<file path="src/rtl/lfsr_ctrl_pkg.sv">
// Shared encodings for the LFSR run sequencer: FSM states and run status codes.
package lfsr_ctrl_pkg;

  typedef enum logic [2:0] {
    IDLE  = 3'd0,
    CLEAR = 3'd1,
    LOAD  = 3'd2,
    RUN   = 3'd3,
    DRAIN = 3'd4,
    CHECK = 3'd5,
    DONE  = 3'd6
  } state_t;

  typedef enum logic [1:0] {
    ST_PASS     = 2'b00,
    ST_MISMATCH = 2'b01,
    ST_TIMEOUT  = 2'b10,
    ST_ABORT    = 2'b11
  } status_t;

  // States in which an abort request cancels the run.
  function automatic logic abortable(input state_t s);
    return (s == CLEAR) || (s == LOAD) || (s == RUN) || (s == DRAIN) || (s == CHECK);
  endfunction

endpackage

</file>
<file path="src/rtl/lfsr_run_ctrl_run_timer.sv">
// Cycle counter for the RUN phase, with terminal flags for the programmed
// run length and for the period-mode timeout.
module run_timer #(
  parameter int unsigned LEN_W   = 16,
  parameter int unsigned TIMEOUT = 8191
) (
  input  logic             clk,
  input  logic             rst_n,
  input  logic             clr,
  input  logic             en,
  input  logic [LEN_W-1:0] run_len,
  output logic [LEN_W-1:0] count,
  output logic             len_hit,
  output logic             tmo_hit
);

  localparam logic [LEN_W-1:0] TMO_LAST = LEN_W'(TIMEOUT - 1);

  // Counter: clear wins over enable; never wraps in legal use.
  always_ff @(posedge clk or negedge rst_n) begin
    if (!rst_n) begin
      count <= '0;
    end else if (clr) begin
      count <= '0;
    end else if (en) begin
      count <= count + LEN_W'(1);
    end
  end

  // Terminal flags: true during the last counted cycle.
  always_comb begin
    len_hit = (run_len != '0) && (count == (run_len - LEN_W'(1)));
    tmo_hit = (count == TMO_LAST);
  end

endmodule

</file>
<file path="src/rtl/lfsr_run_ctrl.sv">
// Run sequencer for the LFSR + sequence-detector pair: clear detector, seed
// LFSR, run it for a fixed count or one full period, capture and judge the
// detector's match count, then pulse done with a 2-bit status.
module lfsr_run_ctrl
  import lfsr_ctrl_pkg::*;
#(
  parameter int unsigned LFSR_W  = 12,
  parameter int unsigned CNT_W   = 9,
  parameter int unsigned LEN_W   = 16,
  parameter int unsigned TIMEOUT = 8191
) (
  input  logic              clk,
  input  logic              rst_n,
  input  logic              start,
  input  logic              abort,
  input  logic [LFSR_W-1:0] seed_in,
  input  logic [LEN_W-1:0]  run_len,
  input  logic [CNT_W-1:0]  expected_cnt,
  input  logic              max_tick,
  input  logic [CNT_W-1:0]  det_count,
  output logic              det_rst_n,
  output logic              lfsr_load,
  output logic [LFSR_W-1:0] lfsr_seed,
  output logic              lfsr_en,
  output logic              busy,
  output logic              done,
  output logic [1:0]        status,
  output logic [CNT_W-1:0]  result_cnt,
  output logic [LEN_W-1:0]  cycles_run
);

  state_t            state_q, state_d;
  status_t           status_q;
  logic [LFSR_W-1:0] seed_q;
  logic [LEN_W-1:0]  len_q;
  logic [CNT_W-1:0]  exp_q;
  logic [CNT_W-1:0]  result_q;
  logic [LEN_W-1:0]  cycles_q;

  logic [LEN_W-1:0]  cnt;
  logic              len_hit, tmo_hit;
  logic              fixed_mode, abort_ok, tick_take, tmo_take, run_exit;

  run_timer #(
    .LEN_W   (LEN_W),
    .TIMEOUT (TIMEOUT)
  ) u_timer (
    .clk     (clk),
    .rst_n   (rst_n),
    .clr     ((state_q == IDLE) && start),
    .en      (state_q == RUN),
    .run_len (len_q),
    .count   (cnt),
    .len_hit (len_hit),
    .tmo_hit (tmo_hit)
  );

  // Qualified events; abort outranks every RUN termination.
  always_comb begin
    fixed_mode = (len_q != '0);
    abort_ok   = abort && abortable(state_q);
    tick_take  = (state_q == RUN) && !abort && !fixed_mode && max_tick;
    tmo_take   = (state_q == RUN) && !abort && !fixed_mode && !max_tick && tmo_hit;
    run_exit   = (state_q == RUN) && (state_d != RUN);
  end

  // State register.
  always_ff @(posedge clk or negedge rst_n) begin
    if (!rst_n) begin
      state_q <= IDLE;
    end else begin
      state_q <= state_d;
    end
  end

  // Next-state logic; abort overrides the normal successor of any active state.
  always_comb begin
    state_d = state_q;
    case (state_q)
      IDLE:  if (start) state_d = CLEAR;
      CLEAR: state_d = LOAD;
      LOAD:  state_d = RUN;
      RUN: begin
        if (fixed_mode ? len_hit : max_tick) begin
          state_d = DRAIN;
        end else if (!fixed_mode && tmo_hit) begin
          state_d = DONE;
        end
      end
      DRAIN: state_d = CHECK;
      CHECK: state_d = DONE;
      DONE:  state_d = IDLE;
      default: state_d = IDLE;
    endcase
    if (abort_ok) state_d = DONE;
  end

  // Moore output decode; detector reset also follows the system reset.
  always_comb begin
    det_rst_n = rst_n && (state_q != CLEAR);
    lfsr_load = (state_q == LOAD);
    lfsr_en   = (state_q == RUN);
    busy      = (state_q != IDLE);
    done      = (state_q == DONE);
  end

  // Run parameters, captured count, cycle tally and status.
  always_ff @(posedge clk or negedge rst_n) begin
    if (!rst_n) begin
      seed_q   <= '0;
      len_q    <= '0;
      exp_q    <= '0;
      result_q <= '0;
      cycles_q <= '0;
      status_q <= ST_PASS;
    end else begin
      if ((state_q == IDLE) && start) begin
        seed_q <= seed_in;
        len_q  <= run_len;
        exp_q  <= expected_cnt;
      end
      // The counter also advances on the exit edge, so the tally is cnt+1.
      if (run_exit) cycles_q <= cnt + LEN_W'(1);
      if (abort_ok) begin
        status_q <= ST_ABORT;
      end else begin
        if (tick_take) result_q <= det_count;
        if (tmo_take) status_q <= ST_TIMEOUT;
        if ((state_q == DRAIN) && fixed_mode) result_q <= det_count;
        if (state_q == CHECK) status_q <= (result_q == exp_q) ? ST_PASS : ST_MISMATCH;
      end
    end
  end

  assign lfsr_seed  = seed_q;
  assign status     = status_q;
  assign result_cnt = result_q;
  assign cycles_run = cycles_q;

endmodule

</file>
<file path="config.mk">
export PLATFORM = sky130hd
export DESIGN_NAME = lfsr_run_ctrl
export DESIGN_NICKNAME = d
export VERILOG_FILES = /design/src/rtl/lfsr_ctrl_pkg.sv /design/src/rtl/lfsr_run_ctrl_run_timer.sv /design/src/rtl/lfsr_run_ctrl.sv
export SDC_FILE = /design/constraint.sdc
export NUM_CORES = 1
export LEC_CHECK = 0
export CELL_PAD_IN_SITES_DETAIL_PLACEMENT = 1
export CELL_PAD_IN_SITES_GLOBAL_PLACEMENT = 1
export CORE_MARGIN = 5
export CORE_UTILIZATION = 37
export DETAILED_ROUTE_END_ITERATION = 8
export DONT_BUFFER_PORTS = 1
export PLACE_DENSITY = 0.71
export SYNTH_ARGS = -nofsm -noshare
export SYNTH_HDL_FRONTEND = slang
export SYNTH_SLANG_ARGS = --single-unit
</file>
<file path="constraint.sdc">
create_clock -name clk -period 4 [get_ports clk]
set_input_delay 1.2 -clock clk [delete_from_list [all_inputs] [get_ports clk]]
set_output_delay 1.2 -clock clk [all_outputs]
set_load 0.02 [all_outputs]
</file>
==> results of run 1 <==
-- synth_stat cells (4+ instances only) --
cell / instances
a21oi_1: 12
a221oi_1: 4
a221oi_2: 10
a31oi_1: 5
and3_1: 7
clkbuf_1: 27
dfrtp_1: 83
inv_1: 12
mux2_2: 44
nand2_1: 22
nand3_1: 16
nor2_1: 76
nor2b_1: 4
nor3_1: 9
o21ai_0: 31
o31ai_1: 7
or3_1: 5
xnor2_1: 20
xor2_1: 16
-- flip-flops by register name (all words and copies together) (netlist names) --
name           cells
lfsr_seed         12
state_q            3
len_q             16
exp_q              9
result_cnt         9
status             2
cycles_run        16
u_timer.count     16
-- routing by layer --
layer | wire length, um | up-vias | share of wire (%) | GRT usage (%)
li1 | - | 1689 | - | -
met5 | 18 | - | 0.15 | 0
met1 | 5210 | 1823 | 42 | 20.7
met2 | 6150 | 88 | 50 | 28.7
met4 | 184 | 2 | 1.5 | 4.78
met3 | 811 | 14 | 6.6 | 5.95
-- per-stage QoR --
step / util [%] / instances
2_1_floorplan: - / 485
3_3_place_gp: 38.5 / 627
3_5_place_dp: 38.5 / 627
4_1_cts: 40.7 / 643
5_1_grt: 40.7 / 643
6_report: 40.7 / 643
-- final cells by class --
type                    count  area share (%)
inverters                  13           0.954
well taps                 172            4.21
repair buffers              5           0.734
multi-input cells         354            48.1
flip-flops and latches     83            40.6
clock inverters             7           0.979
clock buffers               9            4.41
-- logic make-up after synthesis --
family	count (synthesis)	share of synthesized area, %
simple gates	170	17.7
flops	83	43.8
buf+inv	48	4.33
xor+xnor	36	6.65
compound gates	98	15.6
mux	47	11.1
fa+ha+maj	3	0.792
-- report_power, final --
part	total [mW]	switching (mW)	leakage (nW)	internal, mW
Combinational	1.43	0.762	0.927	0.669
Clock	0.786	0.361	0.140	0.425
Sequential	1.84	0.652	1.03	1.18
Total	4.05	1.77	2.10	2.28
-- final timing paths --
kind / start / endpoint / slack, ns
setup / recovery: len_q[7] / result_cnt[4] / 0.67
hold / removal: exp_q[0] / exp_q[0] / 0.53
setup reg to reg: len_q[7] / result_cnt[4] / 0.67
hold reg to reg: exp_q[0] / exp_q[0] / 0.53
max in group asynchronous: rst_n / cycles_run[12] / 3.26
min in group asynchronous: rst_n / len_q[7] / 0.55
==> flow_summary.toml, run 1 <==
[final_layout]
fillers = 1433
multi_input_area_um2 = 2460
finalInstanceArea_um2 = 5110
final_common_cell = "dfrtp_1"
diodes = 0
drive_gt1_share_pct = 18.7
nets = 520
area_growth_pct = 7.87
seqCellArea_um2 = 2080
final_cell_mix = "83 x dfrtp_1, 76 x nor2_1, 44 x mux2_2"

[hold_path]
whs_path_depth = 1
hold_path.class = "flop to flop"

[clocking]
tritoncts = "done"
postCtsSetupBuffers = 0
hold_buffers = 0
cts_sinks = 83
clock_latency_ns = 0.34
root_buffer = "clkbuf_16"
cts_buffer_depth = 2
numCtsBuffers = 9
path_clk_slew_ns = 0.07
cts_resized = 0
htreeDepth = 3

[global_route]
grt_usage_pct = 17.0
grt_pass1_wl_mm = 20.5
grt_pass1_vias = 3872
antenna_found_initial = 1
grt_max_degree = 85
grt_remaining_overflow = 0

[setup_path]
crit_type = "flop to flop"
reg2regPathDepth = 7
worstSetupEndpointType = "flop"
cp-start-kind = "flop"
path_buf_inv = 0
max_stage_delay_ns = 0.72
crit_slowest_cell = "nor4_1"
cp_top_family = "simple AND/OR/NAND/NOR gates"
required_ns = 4.22
cp_num_cells = 7
path_max_fanout = 9
cp_cell_sequence = "or4_1, nor4_1, nand2_1, nor3_1, a31oi_1, nor2_2, mux2_2"
arrival_ns = 3.55

[sta]
fin_worst_skew_ns = 0.00539
worstMarginPinSlew_ns = 0.758
fin_crit_sh_pct = 83.3
hold_viol_final = 0
setup_viol = 0
maxSlewHeadroom_pct = 49.0
grt_setup_unrepaired = "no"
max_freq_mhz = 300
holdWs_ns = 0.533
slew_viol_final = 0
finalCriticalPeriod_ns = 3.33
tns_ns = 0
finalWorstSetupSlack_ns = 0.670

[synthesis]
netlist_area_um2 = 4740
netlist_instances = 485
syn_area_per_cell_um2 = 9.77
async_flop_share_pct = 100
yosysTopAreaCell = "dfrtp_1"
synth_warnings = 0
yosys_register_bits = 83
syn_nets = 539
yosys-top-cells-area = "dfrtp_1 44%, mux2_2 10%, nor2_1 6.0%"
ys_seq_area_share_pct = 43.8
synth_cell_types = 65
synth_ff_type = "dfrtp_1"
synth-edff-count = 0
yosysTopAreaCellShare_pct = 43.8

[floorplan]
rows = 41
start_util_pct = 37.7
dieArea_um2 = 15200
ioPinCount = 95
die_w_um = 123
dieHeight_um = 123
core_region_area_um2 = 12600

[route]
viasPerCell = 5.62
wl_per_cell_um = 19.2
vias = 3616
drc_errors = 0
drt_iter0_drc = 113
finalWirelength_mm = 12.4
ant_nets = 0
first_pass_iters = 4

[power]
finalPower_mw = 4.05
power_density_nw_per_um2 = 793
vdd_drop_max_v = 0.000384
p_leak_nw = 2.10

[placed_design]
pre_cts_ws_ns = 0.675
dp_hpwl_mm = 8.99
gp_congestion = 0.805
placed_area_um2 = 4840
placement.io_buffers = 0

[outcome]
outcome = "finished clean"

[job]
drv_cap = 0
No activity file was read; power rests on OpenSTA's default activity.
==> inputs of run 2 (changes only) <==
- PLACE_DENSITY: 0.71 -> 0.74
- clock period: 4 -> 3 ns (I/O delays scaled with it)
==> flow_summary.toml, run 2 (synthesis gave the netlist of run 1 again) <==
[setup_path]
timing.rr.end = "state_q[0]"
path_max_fanout = 5
crit_slowest_cell = "or4_4"
arrival_ns = 3.15
cp-start-kind = "flop"
worstSetupEndpointType = "flop"
max_stage_delay_ns = 0.60
required_ns = 3.23
path_buf_inv = 0
timing.reg2reg.setup_slack_ns = 0.08
crit_type = "flop to flop"
rr_startpoint = "len_q[7]"
cpMostUsedCell = "or4_4"
cp_top_family = "simple AND/OR/NAND/NOR gates"
reg2regPathDepth = 7
cp_cell_sequence = "or4_4, or4_4, a2111o_1, a32oi_2, and3_4, a21boi_0, a31o_2"

[sta]
maxSlewHeadroom_pct = 49.3
tns_ns = 0
fin_worst_skew_ns = 0.00691
holdWs_ns = 0.248
slew_viol_final = 0
max_freq_mhz = 342
setup_viol = 0
hold_viol_final = 0
worstMarginPinSlew_ns = 0.758
fin_crit_sh_pct = 97.4
finalCriticalPeriod_ns = 2.92

[floorplan]
start_util_pct = 37.7
dieHeight_um = 123
ioPinCount = 95
rows = 41
dieArea_um2 = 15200
die_w_um = 123
core_region_area_um2 = 12600

[global_route]
grt_pass1_vias = 4082
grt_usage_pct = 17.7
gr-usage-met3_pct = 7.82
use_met2_pct = 30.0
grt_remaining_overflow = 0
top_usage_layer = "met2"
grt_use_met1_pct = 20.5
grt_max_degree = 85
grt_pass1_wl_mm = 21.0
antenna_found_initial = 0

[clocking]
root_buffer = "clkbuf_16"
path_clk_slew_ns = 0.07
numCtsBuffers = 9
clock_latency_ns = 0.34
htreeDepth = 3
cts_buffer_depth = 2
tritoncts = "done"
cts_sinks = 83

[route]
viasPerCell = 5.65
finalWirelength_mm = 13.0
drt_iter0_drc = 183
drc_errors = 0
ant_nets = 0
wl_per_cell_um = 19.5
first_pass_iters = 4
vias = 3772

[final_layout]
multi_input_area_um2 = 2530
diodes = 0
final_cell_mix = "82 x dfrtp_1, 75 x nor2_1, 44 x mux2_2"
final_common_cell = "dfrtp_1"
fillers = 1411
seqCellArea_um2 = 2080
nets = 545
area_growth_pct = 14.9
drive_gt1_share_pct = 24.4

[power]
finalPower_mw = 5.80
power_density_nw_per_um2 = 1060
p_leak_nw = 2.24
vdd_drop_max_v = 0.000642

[placed_design]
placement.io_buffers = 0
gp_congestion = 0.859
dp_hpwl_mm = 9.33

[job]
drv_cap = 0

[outcome]
outcome = "finished clean"

[hold_path]
hold_path.class = "primary input to asynchronous set/reset pin"
[run 2: changes by cell type in the layout (fill, tap and decap cells not counted), moves of 2 or more]
| cell | previous run | this run |
|---|---|---|
| buf_4 | 5 | 27 |
| a221oi_1 | 4 | 0 |
| a221oi_2 | 10 | 13 |
| buf_12 | 0 | 3 |
| clkinv_2 | 3 | 0 |
| clkbuf_8 | 0 | 2 |
| or4_1 | 3 | 1 |
| or4_4 | 1 | 3 |
[run 2: area by class of cell]
cell class	instances	area share, %
clock inverter	4	1.01
tap	172	3.95
inverter	13	0.896
timing repair buffer	30	4.82
clock buffer	12	4.71
sequential	83	38.1
multi-input combinational	354	46.5
[run 2: repair_timing]
action,4_1_cts,5_1_grt
hold buffers,0,0
endpoints found under the setup margin,15,15
resized for setup,2,11
pin swaps,0,7
setup buffers,0,11
[run 2: routing by layer]
layer	part of all wire (%)	vias up	wire, um
met4	1.3	0	176
met3	8.4	16	1100
met1	40	1906	5280
li1	-	1747	-
met2	50	103	6490
met5	0	-	0
[run 2: per-stage QoR]
step | instance area (um2) | std cells | worst slack (ns) | utilization, %
final | 5450 | 668 | 0.0770 | 43.3
after detailed placement | 4970 | 641 | -0.149 | 39.5
after floorplan | 4740 | 485 | 0.0340 | -
after global routing | 5450 | 668 | -0.0285 | 43.3
after global placement | 4970 | 641 | 0.00521 | 39.5
after CTS | 5290 | 657 | -0.000471 | 42.1
[run 2: worst max path at each step]
stage,from,end,depth (start not counted)
2_1_floorplan,len_q[7],cycles_run[2],10
3_3_place_gp,len_q[7],cycles_run[13],7
3_5_place_dp,len_q[7],cycles_run[13],7
4_1_cts,len_q[7],cycles_run[13],7
5_1_grt,len_q[4],cycles_run[6],9
6_report,len_q[7],state_q[0],7
[run 2: where the power goes]
group          internal [mW]  leakage, nW  total, mW  switching (mW)
clock                  0.697        0.150       1.17           0.475
sequential              1.58         1.03       2.39           0.809
combinational           1.05         1.06       2.24            1.18
total                   3.33         2.24       5.80            2.47
==> inputs of run 3 (changes only) <==
- TNS_END_PERCENT: not set -> 1
==> flow_summary.toml, run 3 (synthesis gave the netlist of run 1 again) <==
[global_route]
grt_pass1_wl_mm = 21.0
gr-usage-met3_pct = 7.82
grt_max_degree = 85
antenna_found_initial = 0
grt_use_met1_pct = 20.5
grt_usage_pct = 17.7
grt_pass1_vias = 4082
grt_remaining_overflow = 0
top_usage_layer = "met2"
use_met2_pct = 30.0

[setup_path]
worstSetupEndpointType = "flop"
crit_type = "flop to flop"
path_max_fanout = 10
required_ns = 3.22
arrival_ns = 3.17
cp-start-kind = "flop"

[sta]
fin_worst_skew_ns = 0.00596
maxSlewHeadroom_pct = 48.2
hold_viol_final = 0
max_freq_mhz = 340
setup_viol = 0
grt_setup_unrepaired = "yes"
slew_viol_final = 0
finalCriticalPeriod_ns = 2.94
finalWorstSetupSlack_ns = 0.0567
fin_crit_sh_pct = 98.1
worstMarginPinSlew_ns = 0.773

[route]
drc_errors = 0
wl_per_cell_um = 19.6
first_pass_iters = 4
viasPerCell = 5.67
ant_nets = 0
vias = 3757
finalWirelength_mm = 13.0
drt_iter0_drc = 179

[placed_design]
pre_cts_ws_ns = -0.149
placed_area_um2 = 4970
gp_congestion = 0.859
dp_hpwl_mm = 9.33
placement.io_buffers = 0

[final_layout]
multi_input_area_um2 = 2530
seqCellArea_um2 = 2080
final_cell_mix = "82 x dfrtp_1, 75 x nor2_1, 44 x mux2_2"
diodes = 0
final_common_cell = "dfrtp_1"
area_growth_pct = 14.2
fillers = 1411
drive_gt1_share_pct = 23.6
nets = 540
finalInstanceArea_um2 = 5410

[floorplan]
die_w_um = 123
dieHeight_um = 123
core_region_area_um2 = 12600
dieArea_um2 = 15200
ioPinCount = 95
start_util_pct = 37.7
rows = 41

[clocking]
cts_buffer_depth = 2
cts_sinks = 83
clock_latency_ns = 0.34
htreeDepth = 3
hold_buffers = 0
numCtsBuffers = 9
root_buffer = "clkbuf_16"
path_clk_slew_ns = 0.06
tritoncts = "done"

[power]
vdd_drop_max_v = 0.000639
pwr-share-seq_pct = 41.4
finalPower_mw = 5.78
comb_power_share_pct = 38.3
power.internal_mw = 3.32
power_switching_mw = 2.46
power_density_nw_per_um2 = 1070
switching_share_pct = 42.6
power_frac_clock_pct = 20.2
p_leak_nw = 2.22

[job]
drv_cap = 0

[outcome]
outcome = "finished clean"

[hold_path]
hold_path.class = "primary input to asynchronous set/reset pin"
run 3: cell types whose count changed in the layout (fill, tap and decap cells not counted):
cell      change
xor2_1        -1
a221oi_1      +1
a221oi_2      -1
buf_4         -5
xor2_2        +1
run 3: what timing repair did:
item                                    in CTS  in global routing
gates resized for setup                      2                 11
endpoints found under the hold margin        0                  0
setup buffers                                0                  6
pin swaps                                    0                  5
endpoints found under the setup margin      15                 15
run 3: worst paths after layout:
path	startpoint	cells after the start	slack (ns)	endpoint
max reg2reg	len_q[4]	10	0.06	cycles_run[5]
min reg2reg	exp_q[7]	1	0.53	exp_q[7]
min in group clk	exp_q[7]	1	0.53	exp_q[7]
min	rst_n	0	0.25	len_q[8]
max in group asynchronous	rst_n	0	2.63	lfsr_seed[8]
max	len_q[4]	10	0.06	cycles_run[5]
run 3: through the flow:
| step | setup TNS [ns] | std cells | hold slack (ns) | utilization, % |
|---|---|---|---|---|
| floorplan | 0 | 485 | 0.494 | - |
| global placement | 0 | 641 | 0.511 | 39.5 |
| detailed placement | -1.19 | 641 | 0.522 | 39.5 |
| CTS | -0.000471 | 657 | 0.235 | 42.1 |
| global route | -0.370 | 663 | 0.222 | 43.1 |
| finish | 0 | 663 | 0.249 | 43.1 |
run 3: power by group through the flow:
| stage | clock [mW] | sequential, mW | combinational (mW) |
|---|---|---|---|
| finish | 1.17 | 2.39 | 2.22 |
| global route | 1.25 | 2.47 | 2.45 |
| CTS | 1.20 | 2.41 | 2.12 |
| global placement | 0 | 2.40 | 1.99 |
| detailed placement | 0 | 2.43 | 2.10 |
| floorplan | 0 | 2.21 | 1.69 |
run 3: worst max-delay path, cell delays in order, from the launching register on:
cell,delay (ns)
dfrtp_2,0.40
or4_4,0.58
nor4_4,0.35
buf_4,0.17
mux2i_1,0.07
or3b_4,0.43
a211oi_4,0.26
buf_12,0.16
a21o_4,0.17
buf_12,0.15
a221oi_2,0.07
run 3: layout make-up:
type | instances | share of cell area [%]
multi-input combinational | 354 | 46.8
clock buffer | 12 | 4.74
tap | 172 | 3.98
timing repair buffer | 25 | 4.16
clock inverter | 4 | 1.02
sequential | 83 | 38.4
inverter | 13 | 0.902
run 3: layer usage:
metal	wire (um)	vias up
li1	-	1734
met1	5320	1896
met2	6410	111
met3	1060	16
met4	192	0
met5	0	-
